$ cat src/rtl/bridge_ctrl_if.sv
// Device-side request/response bus between the memory-stage bridge and its
// targets (data memory and the two timers).
interface bridge_ctrl_if;
  logic        dev_req;
  logic        dev_we;
  logic [1:0]  dev_sel;
  logic [31:0] dev_addr;
  logic [3:0]  dev_be;
  logic [31:0] dev_wdata;
  logic        dev_ack;
  logic [31:0] dev_rdata;

  modport master (
    output dev_req, dev_we, dev_sel, dev_addr, dev_be, dev_wdata,
    input  dev_ack, dev_rdata
  );

  modport slave (
    input  dev_req, dev_we, dev_sel, dev_addr, dev_be, dev_wdata,
    output dev_ack, dev_rdata
  );
endinterface

$ cat src/rtl/bridge_ctrl.sv
// Memory-stage bridge: decodes the access, stalls the pipeline while the
// selected device responds, and reports address and bus errors.
module bridge_ctrl #(
  parameter int TIMEOUT = 15
) (
  input  logic               clk,
  input  logic               reset,
  input  logic               req,
  input  logic               we,
  input  logic [31:0]        addr,
  input  logic [3:0]         be,
  input  logic [31:0]        wdata,
  input  logic               ade_in,
  output logic               stall,
  output logic [31:0]        rdata,
  output logic [1:0]         exc,
  bridge_ctrl_if.master      bus
);

  typedef enum logic [1:0] {
    IDLE  = 2'd0,
    ISSUE = 2'd1,
    DONE  = 2'd2
  } state_t;

  localparam logic [3:0] TMO = 4'(TIMEOUT);

  state_t      state;
  state_t      state_nxt;
  logic [3:0]  cnt;
  logic        hit_dm;
  logic        hit_t0;
  logic        hit_t1;
  logic        bad_map;
  logic [1:0]  sel_dec;
  logic        accept;
  logic        acc_ade;
  logic        acc_bus;
  logic        acc_ok;
  logic        tmo_hit;

  // Address decode and accept classification
  always_comb begin
    hit_dm  = (addr <= 32'h0000_2FFF);
    hit_t0  = (addr >= 32'h0000_7F00) && (addr <= 32'h0000_7F0B);
    hit_t1  = (addr >= 32'h0000_7F10) && (addr <= 32'h0000_7F1B);
    if (hit_t0) begin
      sel_dec = 2'b01;
    end else if (hit_t1) begin
      sel_dec = 2'b10;
    end else begin
      sel_dec = 2'b00;
    end
    // Timers only support full-word accesses
    bad_map = !(hit_dm || hit_t0 || hit_t1) || ((hit_t0 || hit_t1) && (be != 4'b1111));
    accept  = req && ((state == IDLE) || (state == DONE));
    acc_ade = accept && ade_in;
    acc_bus = accept && !ade_in && bad_map;
    acc_ok  = accept && !ade_in && !bad_map;
    tmo_hit = (state == ISSUE) && !bus.dev_ack && (cnt == TMO);
  end

  // State register
  always_ff @(posedge clk or negedge reset) begin
    if (!reset) begin
      state <= IDLE;
    end else begin
      state <= state_nxt;
    end
  end

  // Next-state logic
  always_comb begin
    state_nxt = state;
    case (state)
      IDLE, DONE: begin
        if (acc_ok) begin
          state_nxt = ISSUE;
        end else begin
          state_nxt = IDLE;
        end
      end
      ISSUE: begin
        if (bus.dev_ack) begin
          state_nxt = DONE;
        end else if (tmo_hit) begin
          state_nxt = IDLE;
        end else begin
          state_nxt = ISSUE;
        end
      end
      default: state_nxt = IDLE;
    endcase
  end

  // Pipeline and device handshake outputs
  always_comb begin
    stall       = 1'b0;
    exc         = 2'b00;
    bus.dev_req = 1'b0;
    if (!reset) begin
      stall       = 1'b0;
      exc         = 2'b00;
      bus.dev_req = 1'b0;
    end else begin
      case (state)
        IDLE, DONE: begin
          stall = acc_ok;
          if (acc_ade) begin
            exc = 2'b01;
          end else if (acc_bus) begin
            exc = 2'b10;
          end else begin
            exc = 2'b00;
          end
        end
        ISSUE: begin
          bus.dev_req = !tmo_hit;
          stall       = !tmo_hit;
          exc         = tmo_hit ? 2'b10 : 2'b00;
        end
        default: begin
          stall       = 1'b0;
          exc         = 2'b00;
          bus.dev_req = 1'b0;
        end
      endcase
    end
  end

  // Wait counter for the device response
  always_ff @(posedge clk or negedge reset) begin
    if (!reset) begin
      cnt <= 4'd0;
    end else if (acc_ok) begin
      cnt <= 4'd0;
    end else if ((state == ISSUE) && !bus.dev_ack && !tmo_hit) begin
      cnt <= cnt + 4'd1;
    end else begin
      cnt <= cnt;
    end
  end

  // Request bundle captured on accept and held through ISSUE
  always_ff @(posedge clk or negedge reset) begin
    if (!reset) begin
      bus.dev_sel   <= 2'b00;
      bus.dev_we    <= 1'b0;
      bus.dev_addr  <= 32'h0000_0000;
      bus.dev_be    <= 4'b0000;
      bus.dev_wdata <= 32'h0000_0000;
    end else if (acc_ok) begin
      bus.dev_sel   <= sel_dec;
      bus.dev_we    <= we;
      bus.dev_addr  <= addr;
      bus.dev_be    <= be;
      bus.dev_wdata <= wdata;
    end
  end

  // Load data capture; stores leave the previous value
  always_ff @(posedge clk or negedge reset) begin
    if (!reset) begin
      rdata <= 32'h0000_0000;
    end else if ((state == ISSUE) && bus.dev_ack && !bus.dev_we) begin
      rdata <= bus.dev_rdata;
    end
  end

endmodule

$ cat src/flat_wrapper.sv
// flat-port wrapper written by rule: the top's interface ports become plain ports
module bridge_ctrl_flat 
#(
  parameter int TIMEOUT = 15
)
  (clk, reset, req, we, addr, be, wdata, ade_in, stall, rdata, exc, bus_dev_req, bus_dev_we, bus_dev_sel, bus_dev_addr, bus_dev_be, bus_dev_wdata, bus_dev_ack, bus_dev_rdata);
  bridge_ctrl_if bus_i ();
  input  logic clk;
  input  logic reset;
  input  logic req;
  input  logic we;
  input  logic [31:0] addr;
  input  logic [3:0] be;
  input  logic [31:0] wdata;
  input  logic ade_in;
  output logic stall;
  output logic [31:0] rdata;
  output logic [1:0] exc;
  output wire logic [$bits(bus_i.dev_req)-1:0] bus_dev_req;
  output wire logic [$bits(bus_i.dev_we)-1:0] bus_dev_we;
  output wire logic [$bits(bus_i.dev_sel)-1:0] bus_dev_sel;
  output wire logic [$bits(bus_i.dev_addr)-1:0] bus_dev_addr;
  output wire logic [$bits(bus_i.dev_be)-1:0] bus_dev_be;
  output wire logic [$bits(bus_i.dev_wdata)-1:0] bus_dev_wdata;
  input wire logic [$bits(bus_i.dev_ack)-1:0] bus_dev_ack;
  input wire logic [$bits(bus_i.dev_rdata)-1:0] bus_dev_rdata;
  assign bus_dev_req = bus_i.dev_req;
  assign bus_dev_we = bus_i.dev_we;
  assign bus_dev_sel = bus_i.dev_sel;
  assign bus_dev_addr = bus_i.dev_addr;
  assign bus_dev_be = bus_i.dev_be;
  assign bus_dev_wdata = bus_i.dev_wdata;
  assign bus_i.dev_ack = bus_dev_ack;
  assign bus_i.dev_rdata = bus_dev_rdata;
  bridge_ctrl #(.TIMEOUT(TIMEOUT)) u_core (.clk(clk), .reset(reset), .req(req), .we(we), .addr(addr), .be(be), .wdata(wdata), .ade_in(ade_in), .stall(stall), .rdata(rdata), .exc(exc), .bus(bus_i));
endmodule
$ cat config.mk
export PLATFORM = sky130hd
export DESIGN_NAME = bridge_ctrl_flat
export DESIGN_NICKNAME = d
export VERILOG_FILES = /design/src/rtl/bridge_ctrl_if.sv /design/src/rtl/bridge_ctrl.sv /design/src/flat_wrapper.sv
export SDC_FILE = /design/constraint.sdc
export NUM_CORES = 1
export LEC_CHECK = 0
export CORE_ASPECT_RATIO = 2
export CORE_MARGIN = 2
export CORE_UTILIZATION = 41
export DETAILED_ROUTE_END_ITERATION = 7
export PLACE_DENSITY_LB_ADDON = 0.25
export SETUP_SLACK_MARGIN = 0.4
export SLEW_MARGIN = 20
export SYNTH_ARGS = -nofsm -noshare
export SYNTH_HDL_FRONTEND = slang
export SYNTH_SLANG_ARGS = --single-unit
export TNS_END_PERCENT = 50
$ cat constraint.sdc
create_clock -name clk -period 3.7 [get_ports clk]
set_clock_uncertainty 0.05 [all_clocks]
set_input_delay 1.11 -clock clk [delete_from_list [all_inputs] [get_ports clk]]
set_output_delay 1.11 -clock clk [all_outputs]
set_load 0.05 [all_outputs]
-- After elaboration in Yosys (flattened, before gate mapping)
Cells that the tools add are included.
- add/subtract/negate cells: 1
- $lt $le $gt $ge: 5
- equal/unequal tests: 4
- mux-type cells: 17
- reductions and logical operators: 27
- operator list (operator ; count):
    $ge 32x15->1 const B ; 2
    $le 32x15->1 const B ; 2
    $le 32x14->1 const B ; 1
    $mux 2 ; 7
    $logic_and 1x1->1 ; 13
    $mux 4 ; 2
    $pmux 2 s2 ; 2
    $logic_not 1->1 ; 6
    $logic_or 1x1->1 ; 5
    $mux 1 ; 5
    $add 4x1->4 const B ; 1
    $eq 4x4->1 const B ; 1
    $ne 4x4->1 const B ; 1
    $eq 2x1->1 const B ; 1
    $eq 2x2->1 const B ; 1
    $logic_not 2->1 ; 1
    $pmux 1 s2 ; 1
    $reduce_bool 2->1 ; 1
    $reduce_or 2->1 ; 1
- bits in registers: 109
- input bits: 106
- output and inout bits: 107
- word-level logic and storage cells: 62

-- Depth between registers and ports, before layout
Gate-level depths: netlist of run 1.
- word-level depth: 11
- depth in mapped cells: 6
- depth with buffers taken out: 6

-- Worst setup path after synthesis of run 1
OpenSTA, ideal clock, no wires.
- kind: in2out
- from: in bus_dev_ack
- to: out exc[1]
- arrival: 2698 ps
- required time: 2540 ps
- path slack: -158 ps
- stages on the path: 3
- path buffers: 0
- path through: nor3b_1 > nand2b_1 > a21boi_0
- word-level cells in the longest chain between the ends: 6
- RTL lines (element ; RTL line ; RTL):
    from (decl) ; flat_wrapper.sv:25 ; input wire logic [$bits(bus_i.dev_ack)-1:0] bus_dev_ack;
    $logic_not 1->1 ; bridge_ctrl.sv:60 ; tmo_hit = (state == ISSUE) && !bus.dev_ack && (cnt == TMO);
    $logic_and 1x1->1 (2 in a row) ; bridge_ctrl.sv:60 ;
    $mux 2 ; bridge_ctrl.sv:120 ; exc = tmo_hit ? 2'b10 : 2'b00;
    $pmux 2 s2 ; bridge_ctrl.sv:106 ; case (state)
    $mux 2 ; bridge_ctrl.sv:101 ; if (!reset) begin
    to (decl) ; flat_wrapper.sv:18 ; output logic [1:0] exc;
No other way between the ends.

-- Worst setup path after layout of run 1
- from: in addr[24]
- to: out stall
- word-level cells in the longest chain between the ends: 10
- elaborated cells between the ends (all ways): 17
- those cells by class: 5 x order compare; 2 x mux; 10 x reduce/logical
- RTL lines (element ; RTL line ; RTL):
    from (decl) ; flat_wrapper.sv:12 ; input logic [31:0] addr;
    $ge 32x15->1 or $le 32x15->1 (tied branches) ; bridge_ctrl.sv:45 ; hit_t0 = (addr >= 32'h0000_7F00) && (addr <= 32'h0000_7F0B);
    $logic_and 1x1->1 ; bridge_ctrl.sv:45 ;
    $logic_or 1x1->1 (2 in a row) ; bridge_ctrl.sv:55 ; bad_map = !(hit_dm || hit_t0 || hit_t1) || ((hit_t0 || hit_t1) && (be != 4'b1111));
    $logic_not 1->1 ; bridge_ctrl.sv:55 ;
    $logic_or 1x1->1 * ; bridge_ctrl.sv:55 ;
    $logic_not 1->1 * ; bridge_ctrl.sv:59 ; acc_ok = accept && !ade_in && !bad_map;
    $logic_and 1x1->1 * ; bridge_ctrl.sv:59 ;
    $pmux 1 s2 * ; bridge_ctrl.sv:106 ;
    $mux 1 * ; bridge_ctrl.sv:101 ;
    to (decl) ; flat_wrapper.sv:16 ; output logic stall;
Every way passes the cells marked *; elsewhere a longest branch is shown, timed or not.

==> flow_summary.json, run 1 <==
{
  "worst_pin_slew_ps": 761,
  "crit_required_ps": 2540,
  "syn2layout_area_growth_pct": 63.0,
  "synth.most_common_cell": "dfrtp_1",
  "numPortBuffers": 212,
  "synth-adder-area-share_pct": 0.285,
  "globalRouteMet1Util_pct": 22.6,
  "p_per_area_nw_per_um2": 328,
  "drtIter0Drc": 110,
  "grt_pass1_wl_um": 18500,
  "yosys-top-cells-area": "dfrtp_1 (62%), mux2_4 (17%), mux2_2 (8.5%), and2_1 (2.4%), buf_6 (1.3%)",
  "yosysTopAreaCell": "dfrtp_1",
  "synth-xor-area-share_pct": 0.399,
  "drt_wl_total_um": 12200,
  "synth_top_family_by_area": "multiplexers",
  "critPathKind": "in -> out",
  "clockRootBuffer": "clkbuf_16",
  "synthSimpleGateAreaFrac_pct": 7.86,
  "stdcell_count": 651,
  "fmax_mhz": 280,
  "hold_viol": 0,
  "cts_sinks": 109,
  "seqCellArea_sq_um": 2730,
  "drive_above_1_share_pct": 32.9,
  "via_count": 3196,
  "crit_path_cell_trace": "buf_2, nor4_4, nand4_1, nor4b_4, and2b_2, a21o_4, buf_12",
  "async_flop_share_pct": 100,
  "ys_dominant_reg_cell": "dfrtp_1",
  "setup_violations": 0,
  "place_congestion": 0.795,
  "synth_edf_count": 0,
  "grt.busiest_layer": "met2",
  "syn_nets": 380,
  "core.rowCount": 53,
  "cp_max_fo": 2,
  "slowest_delay_ps": 300,
  "htree_num_levels": 3,
  "dr.pass1.iters": 4,
  "netlist_area_sq_um": 4400,
  "antenna_found_initial": 1,
  "power_leakage_nw": 3.45,
  "synth_warnings": 0,
  "holdWs_ps": 438,
  "worstSkewPairLatency_ps": 340,
  "critPathLaunchType": "input port",
  "io_pins": 213,
  "place_hpwl_um": 9000,
  "placed_cells": 630,
  "grt_pass1_vias": 3505,
  "path_delay_family": "simple AND/OR/NAND/NOR gates",
  "coreArea_sq_um": 10500,
  "grt_start_max_net_pins": 86,
  "cts_buffers": 9,
  "synth.mux.area_fraction_pct": 25.2,
  "synth.yosys.seq_area_share_pct": 62.1,
  "multiInputGateArea_sq_um": 1710,
  "synth_common_cells": "dfrtp_1 (109), mux2_4 (49), mux2_2 (33)",
  "critical_path_buf_inv_count": 2,
  "die_height_um": 150,
  "synth_compound_area_share_pct": 2.33,
  "maxCapViolCount": 0,
  "ir_drop_v": 0.000278,
  "post_drt_via_cell_ratio": 4.91,
  "rsz0062_at_grt": "yes",
  "grt.total_usage_pct": 20.9,
  "cts.path.max_buffers": 2,
  "drv_slew": 0,
  "post_synth.cell_area_avg_sq_um": 16.1,
  "critPathCaptureType": "output port",
  "cts_hold_buffers": 0,
  "use_met2_pct": 37.2,
  "die_x_um": 77.2,
  "arrival_ps": 2410,
  "use_met3_pct": 5.28,
  "synth_seq_cells": 109,
  "drt-wirelength-per-cell_um": 18.7,
  "die_area_sq_um": 11600,
  "crit_slowest_cell": "nor4b_4",
  "fin_nets": 615,
  "netlist.area_leader.share_pct": 62.1,
  "synthCells": 273,
  "cts_tree": "done",
  "drcViolationCount": 0,
  "status": "finished, final reports clean",
  "post-route-period-util_pct": 96.5,
  "fillCellCount": 806,
  "initial_utilization_pct": 42.0,
  "relSlewSlack_pct": 49.3,
  "drtAntennaViolNets": 0,
  "period_needed_ps": 3570,
  "finalPower_mw": 2.35,
  "hold_class": "reg -> reg",
  "cts.clk_slew.worst_paths_ps": 80,
  "ys_types": 37,
  "overflow": 0
}
-- state kept, by name, indices dropped and copies added, names as in the netlist --
| signal | count |
|---|---|
| u_core.state | 2 |
| u_core.cnt | 4 |
| u_core.bus.dev_wdata | 32 |
| u_core.bus.dev_sel | 2 |
| u_core.bus.dev_addr | 32 |
| u_core.rdata | 32 |
| u_core.bus.dev_we | 1 |
| u_core.bus.dev_be | 4 |
-- final timing paths --
kind	startpoint	slack [ps]	cells past startpoint	to
min in group asynchronous	reset	710	2	u_core.state[1]
setup / recovery	addr[24]	130	7	stall
hold / removal	u_core.bus.dev_addr[22]	440	1	u_core.bus.dev_addr[22]
max in group asynchronous	reset	1840	3	u_core.bus.dev_wdata[19]
setup reg to reg	u_core.state[0]	1920	4	u_core.rdata[0]
hold reg to reg	u_core.bus.dev_addr[22]	440	1	u_core.bus.dev_addr[22]
-- layout by cell type, fill, tap and decap left out, drive strengths merged, types with 2 or more instances in the layout --
cell type	count
o2bb2ai	2
nand2	7
nor4	5
and3	2
clkinv	2
a21oi	2
a31oi	2
a21boi	2
nand3	5
dlygate4sd2	5
and4b	2
clkinvlp	2
and2	17
nor2	3
o21ai	2
clkdlybuf4s50	171
dfrtp	109
nor3b	2
clkdlybuf4s15	5
buf	53
nand4	2
clkbuf	11
mux2	82
-- layout make-up --
| class | count | area share, % |
|---|---|---|
| multi-input combinational | 153 | 23.8 |
| antenna | 1 | 0.0349 |
| clock inverter | 6 | 0.995 |
| tap | 137 | 2.39 |
| sequential | 109 | 38.1 |
| clock buffer | 10 | 3.34 |
| timing repair buffer | 235 | 31.3 |
-- repair_timing --
action	4_1_cts	5_1_grt
endpoints found under the setup margin	3	3
gates resized for setup	131	5
pin swaps	14	3
buffers inserted	3	1
-- layer usage --
| metal | up-vias | share of wire (%) |
|---|---|---|
| met1 | 1592 | 35 |
| met5 | - | 0 |
| met2 | 134 | 55 |
| li1 | 1437 | - |
| met4 | 0 | 4.1 |
| met3 | 33 | 5.3 |
-- worst reg2reg max path, delay by kind of cell, from the launching register on --
family,cells,cell delay [ps]
buffers and inverters,1,370
AND/OR/NAND/NOR,2,360
flip-flops,1,480
multiplexers,1,400
-- power by group --
group / total (mW) / leakage, nW / switching (mW) / internal, mW
sequential: 1.19 / 1.52 / 0.0000215 / 1.19
clock: 0.998 / 0.145 / 0.449 / 0.549
combinational: 0.165 / 1.78 / 0.0629 / 0.102
total: 2.35 / 3.45 / 0.512 / 1.84
-- stage by stage --
step	TNS [ps]	instance area [sq um]	util, %	setup slack (ps)
global placement	-625	6860	65.4	-343
CTS	0	7150	68.2	121
detailed placement	-609	6860	65.4	-330
floorplan	0	4460	-	116
global route	0	7160	68.4	36.5
finish	0	7160	68.4	129
-- logic make-up (layout without fill, tap and decap cells) --
kind of cell | count (synthesis) | after routing
buf+inv | 11 | 251
xor+xnor | 2 | 2
other cells | 0 | 1
simple gates | 54 | 54
mux | 82 | 82
flops | 109 | 109
fa+ha+maj | 1 | 1
compound gates | 14 | 14
Power figures use the tool's default switching activity.
==> run 2: changes to the inputs <==
- SLEW_MARGIN: 20 -> not set
==> flow_summary.json, run 2 (same netlist as run 1, synthesis figures left out) <==
{
  "worstSkewPairLatency_ps": 340,
  "worst_pin_slew_ps": 1060,
  "drt-wirelength-per-cell_um": 18.7,
  "cts_sinks": 109,
  "crit_required_ps": 2540,
  "antenna_found_initial": 1,
  "worstReg2RegStart": "u_core.state[0]",
  "stdcell_count": 651,
  "fin_area_sq_um": 7160,
  "fmax_mhz": 280,
  "syn2layout_area_growth_pct": 62.9,
  "core.rowCount": 53,
  "finalPower_mw": 2.35,
  "cp_max_fo": 2,
  "post_drt_via_cell_ratio": 4.91,
  "coreArea_sq_um": 10500,
  "hold_class": "reg -> reg",
  "via_count": 3196,
  "p_per_area_nw_per_um2": 328,
  "io_pins": 213,
  "htree_num_levels": 3,
  "arrival_ps": 2410,
  "maxCapViolCount": 0,
  "die_height_um": 150,
  "overflow": 0,
  "final_common_cell": "clkdlybuf4s50_1",
  "drv_slew": 0,
  "drtAntennaViolNets": 0,
  "status": "finished, final reports clean",
  "grt_pass1_wl_um": 18500,
  "crit_start": "addr[24]",
  "setup_violations": 0,
  "die_area_sq_um": 11600,
  "cts_buffers": 9,
  "critPathLaunchType": "input port",
  "clockRootBuffer": "clkbuf_16",
  "fin_setup_tns_ps": 0,
  "hold_viol": 0,
  "critPathCaptureType": "output port",
  "dr.pass1.iters": 4,
  "drcViolationCount": 0,
  "reg.largest.list": "u_core.bus.dev_addr (32), u_core.bus.dev_wdata (32), u_core.rdata (32)",
  "initial_utilization_pct": 42.0,
  "relSlewSlack_pct": 29.6,
  "cts.path.max_buffers": 2,
  "grt.total_usage_pct": 20.9,
  "mostFrequentLayoutCells": "clkdlybuf4s50_1 (171), dfrtp_1 (109), mux2_4 (49)",
  "fin_nets": 615,
  "grt_pass1_vias": 3505,
  "min-delay-start": "u_core.bus.dev_addr[22]",
  "place_congestion": 0.795,
  "critPathKind": "in -> out",
  "rsz0062_at_grt": "yes",
  "cts.clk_slew.worst_paths_ps": 80,
  "placed_cells": 630,
  "period_needed_ps": 3570,
  "place_area_sq_um": 6860,
  "cts_tree": "done",
  "utilization_pct": 68.3,
  "drive_above_1_share_pct": 32.9,
  "place_hpwl_um": 9000,
  "drtIter0Drc": 110,
  "grt_start_max_net_pins": 86,
  "die_x_um": 77.2,
  "fillCellCount": 808,
  "drt_wl_total_um": 12200,
  "numPortBuffers": 212,
  "ir_drop_v": 0.000278,
  "power_leakage_nw": 3.45,
  "post-route-period-util_pct": 96.5
}
[run 2: changes by cell type in the layout (fill, tap and decap cells not counted)]
cell	previous run	this run
buf_4	23	24
buf_6	8	7
[run 2: worst paths after layout]
kind                                             to  slack [ps]  depth (start not counted)
setup / recovery                              stall         130                          7
hold / removal              u_core.bus.dev_addr[22]         440                          1
setup reg to reg                    u_core.rdata[0]        1920                          4
hold reg to reg             u_core.bus.dev_addr[22]         440                          1
max in group asynchronous  u_core.bus.dev_wdata[19]        1530                          3
min in group asynchronous           u_core.state[1]         710                          2
[run 2: layout make-up]
cell class | count | area [sq um] | area share, %
multi-input combinational | 153 | 1710 | 23.9
clock inverter | 6 | 71.3 | 0.996
tap | 137 | 171 | 2.39
sequential | 109 | 2730 | 38.1
clock buffer | 10 | 239 | 3.34
timing repair buffer | 235 | 2240 | 31.3
antenna | 1 | 2.50 | 0.0349
[run 2: report_power, final]
part / internal [mW] / switching [mW]
Sequential: 1.19 / 0.0000215
Clock: 0.549 / 0.449
Combinational: 0.101 / 0.0628
Total: 1.84 / 0.512
[run 2: timing repair]
item	in CTS	in global routing
endpoints found under the hold margin	0	0
setup endpoints to repair	3	3
resized for setup	131	5
pin swaps	14	3
hold buffers	0	0
setup buffers	3	1
[run 2: routing by layer]
metal	part of all wire [%]	routed length [um]	GRT usage [%]
met4	4.1	497	11.3
met1	35	4310	22.6
met3	5.3	644	5.28
met2	55	6720	37.2
met5	0	0	0
[run 2: worst max-delay path, cell delays in order]
cell	delay, ps
buf_2	110
nor4_4	250
nand4_1	190
nor4b_4	300
and2b_2	200
a21o_4	120
buf_12	120
[run 2: per-stage QoR]
| step | setup WS [ps] | hold WS [ps] |
|---|---|---|
| 4_1_cts | 121 | 443 |
| 2_1_floorplan | 116 | 473 |
| 3_5_place_dp | -330 | 420 |
| 6_report | 129 | 438 |
| 5_1_grt | 36.5 | 456 |
| 3_3_place_gp | -343 | 419 |
